**src/rtl/xor_cipher_pkg.sv**
```systemverilog
// ---------------------------------------------------------------------------
// xor_cipher_pkg
// Shared encodings for the XOR stream cipher slice:
//   MODE_ECB / MODE_CBC : values of the mode input
//   DIR_ENC  / DIR_DEC  : values of the dir input
//   state_t             : row-tracking state (IDLE = no row open, ACTIVE = row open)
// ---------------------------------------------------------------------------
package xor_cipher_pkg;

    localparam logic MODE_ECB = 1'b0;
    localparam logic MODE_CBC = 1'b1;

    localparam logic DIR_ENC = 1'b0;
    localparam logic DIR_DEC = 1'b1;

    typedef enum logic {
        IDLE   = 1'b0,
        ACTIVE = 1'b1
    } state_t;

endpackage

```
**src/rtl/xor_cipher_core.sv**
```systemverilog
// ---------------------------------------------------------------------------
// xor_cipher_core
// Purely combinational per-block cipher function. Holds no state; the
// chaining value is passed in and the updated one handed back.
// Ports:
//   in_data    : plaintext (encrypt) or ciphertext (decrypt) block
//   work_key   : key for this beat (possibly rotated by the caller)
//   cprev      : chaining value for this beat (row iv on the first beat)
//   mode       : MODE_ECB / MODE_CBC
//   dir        : DIR_ENC / DIR_DEC
//   out_data   : result block
//   next_cprev : chaining value for the following beat
// ---------------------------------------------------------------------------
module xor_cipher_core
    import xor_cipher_pkg::*;
#(
    parameter int W = 32
) (
    input  logic [W-1:0] in_data,
    input  logic [W-1:0] work_key,
    input  logic [W-1:0] cprev,
    input  logic         mode,
    input  logic         dir,
    output logic [W-1:0] out_data,
    output logic [W-1:0] next_cprev
);

    // The XOR is its own inverse, so encrypt and decrypt compute the same
    // output; they only differ in which side of the XOR becomes the next
    // chaining value (always the ciphertext block).
    always_comb begin
        out_data   = in_data ^ work_key;
        next_cprev = cprev;
        case (mode)
            MODE_ECB: begin
                out_data   = in_data ^ work_key;
                next_cprev = cprev;
            end
            MODE_CBC: begin
                out_data   = in_data ^ work_key ^ cprev;
                next_cprev = (dir == DIR_ENC) ? (in_data ^ work_key ^ cprev) : in_data;
            end
            default: begin
                out_data   = in_data ^ work_key;
                next_cprev = cprev;
            end
        endcase
    end

endmodule

```
**src/rtl/xor_stream_cipher.sv**
```systemverilog
// ---------------------------------------------------------------------------
// xor_stream_cipher
// XOR block cipher over an image row stream. Every NBLK = HSIZE/BLOCK_SIZE
// accepted beats form one row; key/iv/mode/dir are captured on a row's first
// beat and held for the rest of it. One registered output stage gives a
// latency of one cycle at full throughput.
// Ports:
//   clk, rst_n          : clock, asynchronous active-low reset
//   key, iv, mode, dir  : row configuration, sampled on the first beat
//   in_valid/in_ready/in_data    : input block stream
//   out_valid/out_ready/out_data : output block stream
//   out_last            : marks the final block of a row
//   busy                : a row is partially accepted
// Build option:
//   XOR_CIPHER_KEY_ROTATE_EN : rotate the key left by the beat index each beat
// ---------------------------------------------------------------------------
module xor_stream_cipher
    import xor_cipher_pkg::*;
#(
    parameter int BLOCK_SIZE = 32,
    parameter int HSIZE      = 768
) (
    input  logic                  clk,
    input  logic                  rst_n,
    input  logic [BLOCK_SIZE-1:0] key,
    input  logic [BLOCK_SIZE-1:0] iv,
    input  logic                  mode,
    input  logic                  dir,
    input  logic                  in_valid,
    output logic                  in_ready,
    input  logic [BLOCK_SIZE-1:0] in_data,
    output logic                  out_valid,
    input  logic                  out_ready,
    output logic [BLOCK_SIZE-1:0] out_data,
    output logic                  out_last,
    output logic                  busy
);

    localparam int NBLK  = HSIZE / BLOCK_SIZE;
    localparam int CNT_W = (NBLK > 1) ? $clog2(NBLK) : 1;
    localparam logic [CNT_W-1:0] LAST_BEAT = CNT_W'(NBLK - 1);

    state_t                state_q, state_d;
    logic [CNT_W-1:0]      beat_q, beat_d;
    logic [BLOCK_SIZE-1:0] key_q, key_d;
    logic                  mode_q, mode_d;
    logic                  dir_q, dir_d;
    logic [BLOCK_SIZE-1:0] cprev_q, cprev_d;
    logic                  out_valid_q, out_valid_d;
    logic [BLOCK_SIZE-1:0] out_data_q, out_data_d;
    logic                  out_last_q, out_last_d;

    logic                  accept;
    logic                  row_start;
    logic [BLOCK_SIZE-1:0] cur_key;
    logic [BLOCK_SIZE-1:0] cur_cprev;
    logic                  cur_mode;
    logic                  cur_dir;
    logic [BLOCK_SIZE-1:0] work_key;
    logic [BLOCK_SIZE-1:0] core_out;
    logic [BLOCK_SIZE-1:0] core_next;

    // The input is free whenever the output register is empty or draining,
    // which allows a drain and a new acceptance in the same cycle.
    assign in_ready  = !out_valid_q || out_ready;
    assign accept    = in_valid && in_ready;
    assign row_start = (state_q == IDLE);

    // On a row's first beat the configuration comes straight from the ports
    // (the registers are only being loaded this cycle); afterwards the
    // latched copy is used so port changes inside a row are ignored.
    always_comb begin
        cur_key   = row_start ? key  : key_q;
        cur_mode  = row_start ? mode : mode_q;
        cur_dir   = row_start ? dir  : dir_q;
        cur_cprev = row_start ? iv   : cprev_q;
    end

`ifdef XOR_CIPHER_KEY_ROTATE_EN
    int unsigned               rot_amt;
    logic [2*BLOCK_SIZE-1:0]   key_dbl;

    // Rotate-left implemented as a shift of the key concatenated with itself;
    // the beat counter is 0 on the row's first beat.
    always_comb begin
        rot_amt  = 32'(beat_q) % BLOCK_SIZE;
        key_dbl  = {cur_key, cur_key} << rot_amt;
        work_key = key_dbl[2*BLOCK_SIZE-1 -: BLOCK_SIZE];
    end
`else
    assign work_key = cur_key;
`endif

    xor_cipher_core #(
        .W(BLOCK_SIZE)
    ) u_core (
        .in_data   (in_data),
        .work_key  (work_key),
        .cprev     (cur_cprev),
        .mode      (cur_mode),
        .dir       (cur_dir),
        .out_data  (core_out),
        .next_cprev(core_next)
    );

    // Row tracking and the output register. With NBLK == 1 the beat counter
    // is always on its last value, so the state never leaves IDLE and every
    // output carries out_last.
    always_comb begin
        state_d     = state_q;
        beat_d      = beat_q;
        key_d       = key_q;
        mode_d      = mode_q;
        dir_d       = dir_q;
        cprev_d     = cprev_q;
        out_valid_d = out_valid_q;
        out_data_d  = out_data_q;
        out_last_d  = out_last_q;

        if (accept) begin
            if (row_start) begin
                key_d  = key;
                mode_d = mode;
                dir_d  = dir;
            end
            cprev_d     = core_next;
            out_valid_d = 1'b1;
            out_data_d  = core_out;
            out_last_d  = (beat_q == LAST_BEAT);
            if (beat_q == LAST_BEAT) begin
                beat_d  = '0;
                state_d = IDLE;
            end else begin
                beat_d  = beat_q + 1'b1;
                state_d = ACTIVE;
            end
        end else if (out_ready) begin
            out_valid_d = 1'b0;
        end
    end

    always_ff @(posedge clk or negedge rst_n) begin
        if (!rst_n) begin
            state_q     <= IDLE;
            beat_q      <= '0;
            key_q       <= '0;
            mode_q      <= 1'b0;
            dir_q       <= 1'b0;
            cprev_q     <= '0;
            out_valid_q <= 1'b0;
            out_data_q  <= '0;
            out_last_q  <= 1'b0;
        end else begin
            state_q     <= state_d;
            beat_q      <= beat_d;
            key_q       <= key_d;
            mode_q      <= mode_d;
            dir_q       <= dir_d;
            cprev_q     <= cprev_d;
            out_valid_q <= out_valid_d;
            out_data_q  <= out_data_d;
            out_last_q  <= out_last_d;
        end
    end

    assign out_valid = out_valid_q;
    assign out_data  = out_data_q;
    assign out_last  = out_last_q;
    assign busy      = (state_q == ACTIVE);

endmodule

```
**config.mk**
```make
export PLATFORM = sky130hd
export DESIGN_NAME = xor_stream_cipher
export DESIGN_NICKNAME = d
export VERILOG_FILES = /design/src/rtl/xor_cipher_pkg.sv /design/src/rtl/xor_cipher_core.sv /design/src/rtl/xor_stream_cipher.sv
export SDC_FILE = /design/constraint.sdc
export NUM_CORES = 1
export LEC_CHECK = 0
export ABC_AREA = 1
export ABC_CLOCK_PERIOD_IN_PS = 1700
export CORE_ASPECT_RATIO = 1.2
export CORE_UTILIZATION = 35
export DETAILED_ROUTE_END_ITERATION = 12
export HOLD_SLACK_MARGIN = 0.08
export PLACE_DENSITY_LB_ADDON = 0.2
export SLEW_MARGIN = 10
export SYNTH_ARGS = -nofsm -noshare
export SYNTH_HDL_FRONTEND = slang
export SYNTH_SLANG_ARGS = --single-unit
```
**constraint.sdc**
```tcl
create_clock -name clk -period 1.7 [get_ports clk]
set_clock_uncertainty 0.2 [all_clocks]
set_input_delay 0.17 -clock clk [delete_from_list [all_inputs] [get_ports clk]]
set_output_delay 0.17 -clock clk [all_outputs]
set_load 0.02 [all_outputs]
```
Yosys cells after proc, flatten, opt, wreduce, memory -nomap -nowiden
Cells that the tools add are included.
- add/sub/neg operators: 1
- eq/ne operators: 1
- muxes and demuxes: 11
- bitwise operators: 3
- reduce and logical (&&, ||, !) cells: 4
- operators with widths (cell ; count):
    32-bit case mux with 2 select lines ; 2
    32-bit 2-to-1 mux ; 3
    32-bit XOR ; 2
    5-bit by 1-bit adder with 5-bit output (second input constant) ; 1
    5-bit == test (second input constant) ; 1
    1-bit 2-to-1 mux ; 5
    5-bit 2-to-1 mux ; 1
    2-bit nonzero test ; 1
    1-bit logical AND ; 1
    1-bit zero test ; 1
    1-bit logical OR ; 1
    1-bit inverter ; 1
- register bits after elaboration: 106
- input bits: 102
- output and inout port bits: 36
- logic and storage cells: 29

Longest topological paths before layout
- word-level depth: 5
- depth in mapped cells: 13
- depth with buffers taken out: 11

Cells and area by module
From an unflattened synthesis, not the netlist that was laid out.
- cell total of the unflattened synthesis: 1237
- area total of the unflattened synthesis: 7566.0 um2
- by module, submodules not included (module ; times used ; cells each ; area each (um2)):
    xor_stream_cipher ; 1 ; 638 ; 4993.5
    xor_cipher_core ; 1 ; 599 ; 2572.5

Least setup slack after synthesis
No wires, ideal clock.
- path type: reg-to-reg
- start: register out_valid_q, in the netlist out_valid
- end: register out_data_q[11], in the netlist out_data[11]
- library setup time: 0.065 ns
- data arrival time: 1.465 ns
- required time: 1.435 ns
- path slack: -0.030 ns
- cell stages (with the launch flop): 9
- period minus slack after synthesis: 1.730 ns
- cell sequence: dfrtp_1 -> nand2_1 -> nand2_1 -> inv_2 -> nand2_1 -> inv_2 -> clkbuf_1 -> nand2_1 -> nand2_1
- longest elaborated chain between the ends: 3
- RTL lines (what ; RTL line ; text):
    from (decl) ; xor_stream_cipher.sv:49 ; logic out_valid_q, out_valid_d;
    from (signal assigned) ; xor_stream_cipher.sv:160 ; out_valid_q <= out_valid_d;
    1-bit zero test ; xor_stream_cipher.sv:65 ; assign in_ready = !out_valid_q || out_ready;
    1-bit logical OR ; xor_stream_cipher.sv:65 ;
    via in_ready ; xor_stream_cipher.sv:30 ; output logic in_ready,
    1-bit logical AND ; xor_stream_cipher.sv:66 ; assign accept = in_valid && in_ready;
    to (signal assigned) ; xor_stream_cipher.sv:161 ; out_data_q <= out_data_d;
    to (decl) ; xor_stream_cipher.sv:50 ; logic [BLOCK_SIZE-1:0] out_data_q, out_data_d;
The timed path passes the listed nets, and every way through them passes these cells.
A chain may end at the register's enable or synchronous reset.

Final worst setup path
- start: register state_q, in the netlist busy
- end: register out_data_q[19], in the netlist out_data[19]
- longest elaborated chain between the ends: 4
- elaborated cells between the ends (all ways): 7
- those cells by class: 4 x mux; 3 x bitwise
- RTL lines (what ; RTL line ; text):
    from (decl) ; xor_stream_cipher.sv:43 ; state_t state_q, state_d;
    from (signal assigned) ; xor_stream_cipher.sv:154 ; state_q <= state_d;
    32-bit 2-to-1 mux ; - ;
    32-bit XOR ; xor_cipher_core.sv:36, xor_cipher_core.sv:40 ;
    32-bit XOR ; xor_cipher_core.sv:40 ; out_data = in_data ^ work_key ^ cprev;
    32-bit case mux with 2 select lines * ; xor_cipher_core.sv:34 ; case (mode)
Every way passes the cells marked *; elsewhere a longest branch is shown, timed or not.

==> flow_summary.json <==
{
  "endpoint_kind": "flip-flop",
  "clock_latency_ns": 0.36,
  "cellPowerDensity_nw_per_um2": 1314,
  "dp_slack_ns": -0.1474,
  "dr.pass1.iters": 5,
  "syn_area_per_cell_um2": 6.144,
  "grt_pass1_vias": 8088,
  "synth.top_cells.by_area": "dfrtp_1 36%, nand2_1 24%, nand3_1 13%",
  "antenna_found_initial": 2,
  "layout-drive-gt1-share": 0.2578,
  "p_total_mw": 15.30,
  "rows": 57,
  "cp.required_ns": 1.75,
  "die-area_um2": 21560,
  "hpwl_um": 15580,
  "status": "finished with violations",
  "multi_input_area_um2": 4782,
  "max_freq_ghz": 0.5374,
  "top_layer": "met4",
  "dr_total_vias": 8739,
  "clkTransAtPathRegs_ns": 0.07,
  "ys_seq_area_frac": 0.3613,
  "wl_per_cell_um": 16.40,
  "grt_max_degree": 63,
  "drt_iter0_drc": 541,
  "antenna_left": 0,
  "synth_area_leader_cell": "dfrtp_1",
  "mostFrequentLayoutCell": "nand2_1",
  "p_leak_nw": 6.013,
  "routed_wirelength_um": 27600,
  "worstHoldPathType": "primary input to async pin",
  "final_cell_mix": "359 x nand2_1, 134 x nand3_1, 116 x a21oi_1, 115 x inv_1, 105 x dfrtp_1",
  "clock_path_buffers": 2,
  "power_frac_clock": 0.153,
  "ys_types": 21,
  "start_kind": "flip-flop",
  "final_max_slew_viol_count": 0,
  "post-synth-top-area-fraction": 0.3613,
  "synth_nets": 1298,
  "vias_per_cell": 5.193,
  "max_slew_margin": 0.4922,
  "yosys_warnings": 0,
  "cts_tree": "yes",
  "die_w_um": 134.2,
  "grt_pass1_wl_um": 40280,
  "gr-total-overflow": 0,
  "rsz0062_at_grt": "true",
  "synth_area_um2": 7342,
  "dr_wl_met3_um": 1583,
  "internal_power_mw": 8.658,
  "cts_sinks": 106,
  "violations": "negative setup slack",
  "setup_violations": 77,
  "final.min_clock_period_ns": 1.861,
  "place_congestion": 0.8495,
  "area_delta_synth_final_pct": 58.56,
  "net-switching-power_mw": 6.641,
  "cts_buffers": 9,
  "route.met2.wl_um": 13670,
  "cts_root_buf": "clkbuf_16",
  "drt-met1-wl_um": 11520,
  "path_class": "flip-flop to flip-flop",
  "worst_slack_ns": -0.1607,
  "grt_usage": 0.2364,
  "nets": 1514,
  "period_share": 1.095,
  "cap_violations": 0,
  "switching_share": 0.4341,
  "p_comb_frac": 0.580,
  "worstMarginPinSlew_ns": 0.7593,
  "core_um2": 20400,
  "netlist_instances": 1195,
  "regArea_um2": 2656,
  "h-tree-depth": 3,
  "hold_violations": 0,
  "io_buffer_count": 137,
  "crit_fanout": 6,
  "die_h_um": 160.7,
  "synth-seq-cells": 106,
  "io_pins": 138,
  "vdd_drop_max_mv": 0.6176,
  "fillCellCount": 1905,
  "pwr-share-seq": 0.267,
  "cp.arrival_ns": 1.91,
  "start_util": 0.3600,
  "drc": 0
}
[worst paths after layout]
kind / slack, ns / startpoint / end / cells past startpoint
max: -0.16 / busy / out_data[19] / 9
min: 0.19 / rst_n / cprev_q[10] / 3
max reg2reg: -0.16 / busy / out_data[19] / 9
min reg2reg: 0.29 / out_data[24] / out_data[24] / 2
max in group asynchronous: -0.02 / rst_n / key_q[7] / 3
min in group clk: 0.29 / out_data[24] / out_data[24] / 2
[cells in the mapped netlist]
| master | number |
|---|---|
| buf_1 | 4 |
| o21ai_4 | 1 |
| nand3_1 | 188 |
| inv_2 | 10 |
| dfrtp_1 | 106 |
| buf_2 | 22 |
| nand2_1 | 464 |
| inv_4 | 1 |
| clkbuf_1 | 21 |
| clkinv_1 | 13 |
| buf_6 | 5 |
| buf_4 | 5 |
| ha_1 | 1 |
| nand4_1 | 1 |
| inv_1 | 117 |
| o21ai_1 | 1 |
| a21oi_1 | 161 |
| nor2_1 | 35 |
| o22ai_1 | 1 |
| xor2_1 | 1 |
| o21ai_0 | 37 |
[worst max-delay path: stages, from the launching register on]
cell,delay (ns)
dfrtp_4,0.55
buf_6,0.16
o21ai_4,0.19
buf_6,0.16
inv_4,0.04
nand2_4,0.09
clkinv_8,0.10
buf_12,0.17
nand2_4,0.05
nand2_2,0.05
[power by group through the flow]
stage / Clock [mW] / Combinational (mW) / Sequential, mW
6_report: 2.35 / 8.87 / 4.08
5_1_grt: 2.47 / 9.68 / 4.20
4_1_cts: 2.37 / 7.49 / 4.01
3_5_place_dp: 0 / 6.91 / 4.05
3_3_place_gp: 0 / 6.84 / 4.06
2_1_floorplan: 0 / 3.75 / 4.36
[layout make-up]
cell class / count / share of cell area
multi-input cells: 891 / 0.4108
repair buffers: 262 / 0.2556
flip-flops and latches: 106 / 0.2282
inverters: 141 / 0.04858
well taps: 265 / 0.02848
clock buffers: 13 / 0.02408
clock inverters: 3 / 0.003869
diodes: 2 / 0.0004299
[layer usage]
metal	vias to the layer above	global-route usage
met5	-	0
met4	0	0.06844
li1	4267	-
met3	51	0.03472
met1	4125	0.2992
met2	296	0.4140
[registers in the layout, indices dropped and copies added, names as in the netlist]
register   cells
out_valid      1
mode_q         1
busy           1
beat_q         5
dir_q          1
out_data      32
key_q         32
out_last       1
cprev_q       32
[cell families after synthesis]
| family | share of synthesized area |
|---|---|
| buffers and inverters | 0.1130 |
| AND/OR/NAND/NOR | 0.3841 |
| flip-flops | 0.3613 |
| AO/OA/AOI/OAI | 0.1387 |
| adder cells (fa/ha/maj) | 0.001704 |
| XOR/XNOR | 0.001193 |
[repair_timing]
item                                    in CTS  in global routing
cloned                                      10                 11
endpoints found under the hold margin      106                 14
endpoints found under the setup margin      90                 98
hold buffers                                 2                  1
setup buffers                                7                  5
pin swaps                                   22                 29
resized for setup                           98                235
[stage by stage]
stage | hold WS [ns] | area [um2] | TNS (ns) | cells | utilization
2_1_floorplan | -0.3256 | 7342 | -0.5938 | 1195 | -
3_3_place_gp | -0.1348 | 9663 | -4.316 | 1634 | 0.4737
3_5_place_dp | -0.1332 | 9663 | -7.087 | 1634 | 0.4737
4_1_cts | 0.2066 | 10520 | -5.014 | 1668 | 0.5159
5_1_grt | 0.2158 | 11640 | -12.85 | 1681 | 0.5705
6_report | 0.1878 | 11640 | -6.476 | 1683 | 0.5707
No activity file was read; power rests on OpenSTA's default activity.
